<file path="config.mk">
export PLATFORM = sky130hd
export DESIGN_NAME = change_dispense_ctrl
export DESIGN_NICKNAME = d
export VERILOG_FILES = /design/src/rtl/change_dispense_ctrl.sv
export SDC_FILE = /design/constraint.sdc
export NUM_CORES = 1
export LEC_CHECK = 0
export BUFFER_PORTS_ARGS = -buffer_cell sky130_fd_sc_hd__buf_2
export CAP_MARGIN = 0
export CORE_AREA = 2 2 79 74
export CTS_BUF_LIST = sky130_fd_sc_hd__clkbuf_16
export DETAILED_ROUTE_END_ITERATION = 8
export DIE_AREA = 0 0 81 76
export PLACE_DENSITY = 0.61
export SYNTH_ARGS = -nofsm -noshare
export SYNTH_HDL_FRONTEND = slang
export SYNTH_SLANG_ARGS = --single-unit
</file>
<file path="constraint.sdc">
create_clock -name clk -period 2.4 [get_ports clk]
set_clock_uncertainty 0.1 [all_clocks]
set_input_delay 0.72 -clock clk [delete_from_list [all_inputs] [get_ports clk]]
set_output_delay 0.72 -clock clk [all_outputs]
set_load 0.03 [all_outputs]
</file>
<file path="src/rtl/change_dispense_ctrl.sv">
// change_dispense_ctrl
// Pays out change from two coin hoppers (high and low value), one coin at a
// time. Coins are picked greedily (high first). After each eject pulse the
// controller waits for the exit sensor before choosing the next coin. It
// tracks hopper inventory, reports the unpaid remainder, and latches a jam
// flag if the sensor does not acknowledge in time.
//
// Ports:
//   clk, rst             clock; asynchronous active-high reset
//   req_valid/req_amount change request handshake (amount in units)
//   req_ready            high only while idle
//   coin_seen            exit-sensor pulse, one per coin
//   refill               operator refill / jam clear (IDLE or JAM only)
//   eject_hi/eject_lo    one-cycle release pulses
//   busy, done           request in progress / one-cycle completion pulse
//   shortfall            unpaid units, updated at each done
//   jam                  sticky jam flag
//   hi_cnt/lo_cnt        hopper inventories
//
// state    | meaning
// ---------+-----------------------------------------------------------
// IDLE     | waiting for a request; refill reloads hoppers
// SELECT   | choose next coin, or finish with the remainder as shortfall
// EJECT    | one-cycle eject pulse on the chosen hopper
// WAIT_ACK | wait for coin_seen; timeout declares a jam
// DONE     | one-cycle done pulse
// JAM      | stuck until refill
module change_dispense_ctrl #(
  parameter int COIN_HI = 10,
  parameter int COIN_LO = 5,
  parameter int HI_INIT = 8,
  parameter int LO_INIT = 8,
  parameter int TIMEOUT = 15
) (
  input  logic       clk,
  input  logic       rst,
  input  logic       req_valid,
  input  logic [5:0] req_amount,
  output logic       req_ready,
  input  logic       coin_seen,
  input  logic       refill,
  output logic       eject_hi,
  output logic       eject_lo,
  output logic       busy,
  output logic       done,
  output logic [5:0] shortfall,
  output logic       jam,
  output logic [3:0] hi_cnt,
  output logic [3:0] lo_cnt
);

  localparam logic [5:0] HI_VAL = 6'(COIN_HI);
  localparam logic [5:0] LO_VAL = 6'(COIN_LO);
  localparam logic [3:0] HI_RST = 4'(HI_INIT);
  localparam logic [3:0] LO_RST = 4'(LO_INIT);
  localparam logic [7:0] TO_VAL = 8'(TIMEOUT);

  typedef enum logic [2:0] {
    IDLE,
    SELECT,
    EJECT,
    WAIT_ACK,
    DONE,
    JAM
  } state_t;

  state_t     state;
  logic [5:0] remaining;
  logic       coin_is_hi;
  logic [7:0] timer;

  // Direct decodes of the state register, so they change only on clock edges.
  assign req_ready = (state == IDLE);
  assign busy      = (state != IDLE);

  always_ff @(posedge clk or posedge rst) begin
    if (rst) begin
      state      <= IDLE;
      remaining  <= '0;
      coin_is_hi <= 1'b0;
      timer      <= '0;
      eject_hi   <= 1'b0;
      eject_lo   <= 1'b0;
      done       <= 1'b0;
      shortfall  <= '0;
      jam        <= 1'b0;
      hi_cnt     <= HI_RST;
      lo_cnt     <= LO_RST;
    end else begin
      eject_hi <= 1'b0;
      eject_lo <= 1'b0;
      done     <= 1'b0;
      case (state)
        IDLE: begin
          // Refill wins over a simultaneous request; the request is simply
          // not taken this cycle.
          if (refill) begin
            hi_cnt <= HI_RST;
            lo_cnt <= LO_RST;
            jam    <= 1'b0;
          end else if (req_valid) begin
            remaining <= req_amount;
            state     <= SELECT;
          end
        end
        SELECT: begin
          // Eject pulses are registered here so they appear during EJECT.
          if (remaining >= HI_VAL && hi_cnt != 4'd0) begin
            coin_is_hi <= 1'b1;
            eject_hi   <= 1'b1;
            state      <= EJECT;
          end else if (remaining >= LO_VAL && lo_cnt != 4'd0) begin
            coin_is_hi <= 1'b0;
            eject_lo   <= 1'b1;
            state      <= EJECT;
          end else begin
            shortfall <= remaining;
            done      <= 1'b1;
            state     <= DONE;
          end
        end
        EJECT: begin
          timer <= '0;
          state <= WAIT_ACK;
        end
        WAIT_ACK: begin
          // An acknowledge in the final timeout cycle still counts.
          if (coin_seen) begin
            if (coin_is_hi) begin
              remaining <= remaining - HI_VAL;
              hi_cnt    <= hi_cnt - 4'd1;
            end else begin
              remaining <= remaining - LO_VAL;
              lo_cnt    <= lo_cnt - 4'd1;
            end
            state <= SELECT;
          end else if (timer == TO_VAL) begin
            jam       <= 1'b1;
            shortfall <= remaining;
            done      <= 1'b1;
            state     <= DONE;
          end else begin
            timer <= timer + 8'd1;
          end
        end
        DONE: begin
          state <= jam ? JAM : IDLE;
        end
        JAM: begin
          if (refill) begin
            hi_cnt <= HI_RST;
            lo_cnt <= LO_RST;
            jam    <= 1'b0;
            state  <= IDLE;
          end
        end
        default: state <= IDLE;
      endcase
    end
  end

endmodule

</file>
# Word level (Yosys, flattened, before mapping)
# Index checks and enable logic that the tools add are counted.
[totals]
ram_bits = 0
romBits = 0
latchBits = 0
in_bits = 11
output_inout_bits = 20
memories = 0
ff_bits = 36
[classes]
addsub = 5
n_shift = 0
n_reduce_logical = 20
n_lt_le_gt_ge = 2
muxes = 45
n_eq_ne = 19
n_mul = 0
div = 0
bitwise = 0
[ops]
columns = ["cell", "count"]
rows = [
  ["$mux 6", 8],
  ["$mux 3", 8],
  ["$pmux 6 s2", 2],
  ["$ne 2x2->1 const B", 11],
  ["$mux 4", 5],
  ["$reduce_and 4->1", 5],
  ["$pmux 3 s6", 1],
  ["$mux 8", 2],
  ["$pmux 4 s2", 2],
  ["$pmux 8 s2", 1],
  ["$mux 1", 14],
  ["$reduce_bool 2->1", 5],
  ["$add 8x1->8 const B", 1],
  ["$eq 8x4->1 const B", 1],
  ["$reduce_bool 4->1", 2],
  ["$sub 4x1->4 const B", 2],
  ["$eq 3x2->1 const B", 2],
  ["$eq 3x3->1 const B", 2],
  ["$ge 6x3->1 const B", 1],
  ["$ge 6x4->1 const B", 1],
  ["$sub 6x3->6 const B", 1],
  ["$sub 6x4->6 const B", 1],
  ["$reduce_and 5->1", 1],
  ["$pmux 1 s2", 2],
  ["9 further kinds", 10],
]

# Longest topological paths before layout
[depth]
word_depth = 5
depth_mapped = 7
ltp_nobuf = 7

# Least setup slack after synthesis
# OpenSTA, ideal clock, no wires.
[synth_path]
kind = "register to output"
from = "register state[2]"
to = "output port busy"
path_stages_with_launch = 4
arrival_ns = 1.701
setup_slack_ns = -0.121
path_cell_list = "dfrtp_1 -> buf_2 -> nor3_1 -> inv_1"
[synth_via]
elab_chain_len = 1
[synth_lines]
columns = ["element", "line", "rtl"]
rows = [
  ["start, declared", "67", "state_t state;"],
  ["start signal, assigned", "147", "state <= jam ? JAM : IDLE;"],
  ["$reduce_bool 3->1", "74", "assign busy = (state != IDLE);"],
  ["end, declared", "44", "output logic busy,"],
]
# Every way passes these cells.

# Final worst setup path
[layout_path]
from = "register state[2]"
to = "output port req_ready"
[layout_via]
elab_chain_len = 1
[layout_lines]
columns = ["element", "line", "rtl"]
rows = [
  ["$logic_not 3->1", "73", "assign req_ready = (state == IDLE);"],
  ["end, declared", "39", "output logic req_ready,"],
]
# Every way passes these cells.

==> flow_summary.ini <==
[synth]
synth_cells = 209
synth-edff-count = 0
ys_types = 53
yosys.area.top_type_share_pct = 41.3
synth_most_common_cell = dfrtp_1
yosys.area.top_type = dfrtp_1
yosys_warnings = 0
synth.top_cells.by_count = dfrtp_1, nand2_1, nor2_1
synth_area_mm2 = 0.00206
ys_seq_area_share_pct = 43.9
async_flop_share_pct = 100
ys_top_cells_by_area = dfrtp_1, ha_1, nand2_1, nor2_1, mux2_2
syn-mean-instance-area_um2 = 9.85
syn_nets = 230
synth_flop_cell = dfrtp_1
ys_ff_latch = 36

[global_route]
grt_pass1_wl_um = 7710
grt_pass1_vias = 1601
antenna_found_initial = 0
grt_max_degree = 37
grt_overflow = 0
grtUsageTotal_pct = 16.4

[route]
drc_errors = 0
totalWireLength_um = 4430
vias_per_cell = 5.20
dr_total_vias = 1632
drtPass1Iterations = 4
avgRoutedWirePerCell_um = 14.1
drtIter0Drc = 134
antenna_left = 0

[cells_and_area]
drive_gt1_share_pct = 25.0
nets = 264
syn_to_final_growth_pct = 19.9
num_antenna_cells = 0
n_fill_cell = 522
fin_cells = 314

[cts]
post_cts_resized = 0
insertion_delay_ns = 0.28
root_buffer = clkbuf_16
ctsHoldBuffers = 0
post-cts-setup-buffer-count = 0
clk_pin_slew_ns = 0.06
cts_tree = yes
cts_sinks = 36
clock_path_buffers = 2
h-tree-depth = 2
cts_buffers = 5

[die]
core_area_mm2 = 0.00540
die_h_um = 76
num_rows = 26
start_util_pct = 38.1
die_w_um = 81
dieArea_mm2 = 0.00616
io_pins = 31

[worst_setup_path]
r2r_cells = 5
startpoint_type = flip-flop
critPathKind = reg -> out
crit_fanout = 13
arrival_ns = 1.41
end_kind = output port
cp.required_ns = 1.58

[timing]
finalCritPeriodShare_pct = 93.0
max_slew.worst_pin.slew_ns = 0.535
setup_violations = 0
fmax_mhz = 448
slew_viol_final = 0
fin_setup_tns_ns = 0
period_needed_ns = 2.23
hold_viol = 0
fin_ws_ns = 0.167
maxSlewHeadroom_pct = 64.2
rsz0062_at_grt = false

[run]
cap_viol_max_count = 0

[placement]
dp_hpwl_um = 3210
gp_congestion = 0.839
pre_cts_ws_ns = 0.225
dpl.cell_count = 306
numPortBuffers = 30

[power]
leakagePower_nw = 1.13
power_density_mw_per_mm2 = 1400
peakVddDrop_mv = 0.534
fin_total_pwr_mw = 3.46

[status]
outcome = finished, final reports clean

[min_path]
hp-class = reg -> reg
whs_path_depth = 1
## cells by family (layout without fill, tap and decap cells)
| logic type | after synthesis | in the layout | share of synthesized area, % |
|---|---|---|---|
| flip-flops | 36 | 36 | 43.9 |
| buffers and inverters | 21 | 56 | 4.26 |
| multiplexers | 7 | 7 | 3.77 |
| adder cells (fa/ha/maj) | 10 | 10 | 6.08 |
| AND/OR/NAND/NOR | 76 | 76 | 20.4 |
| XOR/XNOR | 9 | 9 | 3.83 |
| AO/OA/AOI/OAI | 50 | 50 | 17.8 |
## cells in the final DEF, fill, tap and decap left out, types with 6 or more instances in the layout
| cell type | n |
|---|---|
| dfrtp_1 | 34 |
| buf_2 | 30 |
| nor2_1 | 18 |
| nand2_1 | 18 |
| inv_1 | 13 |
| ha_1 | 10 |
| o21ai_0 | 9 |
| a21oi_1 | 8 |
| nand3_1 | 7 |
| xnor2_1 | 7 |
| mux2_2 | 6 |
## flip-flops by register name, summed over array words and instances (netlist names)
name        count
eject_lo        1
hi_cnt          4
state           3
timer           8
remaining       6
coin_is_hi      1
done            1
shortfall       6
eject_hi        1
jam             1
lo_cnt          4
## worst max-delay path, stage by stage (launching register included)
cell	delay (ns)
dfrtp_1	0.51
nor3_2	0.36
buf_2	0.26
## report_power, final
part	switching, mW	internal [mW]
Combinational	0.980	0.637
Clock	0.250	0.487
Sequential	0.260	0.840
## per-layer routing
metal / GRT usage, % / up-vias / routed length (µm)
li1: - / 819 / -
met2: 24.5 / 34 / 1990
met5: 0 / - / 0
met3: 4.38 / 7 / 179
met4: 5.59 / 0 / 67
met1: 22.8 / 772 / 2190
## stage by stage
step	utilization, %	instance area (µm²)	hold slack [ns]
floorplan	-	2060	0.387
global placement	42.6	2300	0.397
detailed placement	42.6	2300	0.408
CTS	45.7	2470	0.422
global route	45.7	2470	0.439
finish	45.7	2470	0.414
## path summary, 6_finish.rpt
kind,startpoint,end,slack [ns]
setup / recovery,state[2],req_ready,0.17
hold / removal,shortfall[3],shortfall[3],0.41
setup reg to reg,remaining[1],shortfall[0],0.22
hold reg to reg,shortfall[3],shortfall[3],0.41
max in group asynchronous,rst,lo_cnt[3],1.40
min in group asynchronous,rst,remaining[3],0.44
## cell type report
cell class	count	area [µm²]	share of cell area, %
Multi-Input combinational cell	152	1070	43.5
Clock buffer	5	125	5.07
Tap cell	70	87.6	3.55
Timing Repair Buffer	35	188	7.61
Clock inverter	3	42.5	1.72
Inverter	13	48.8	1.98
Sequential cell	36	903	36.6
No activity file was read; power rests on OpenSTA's default activity.
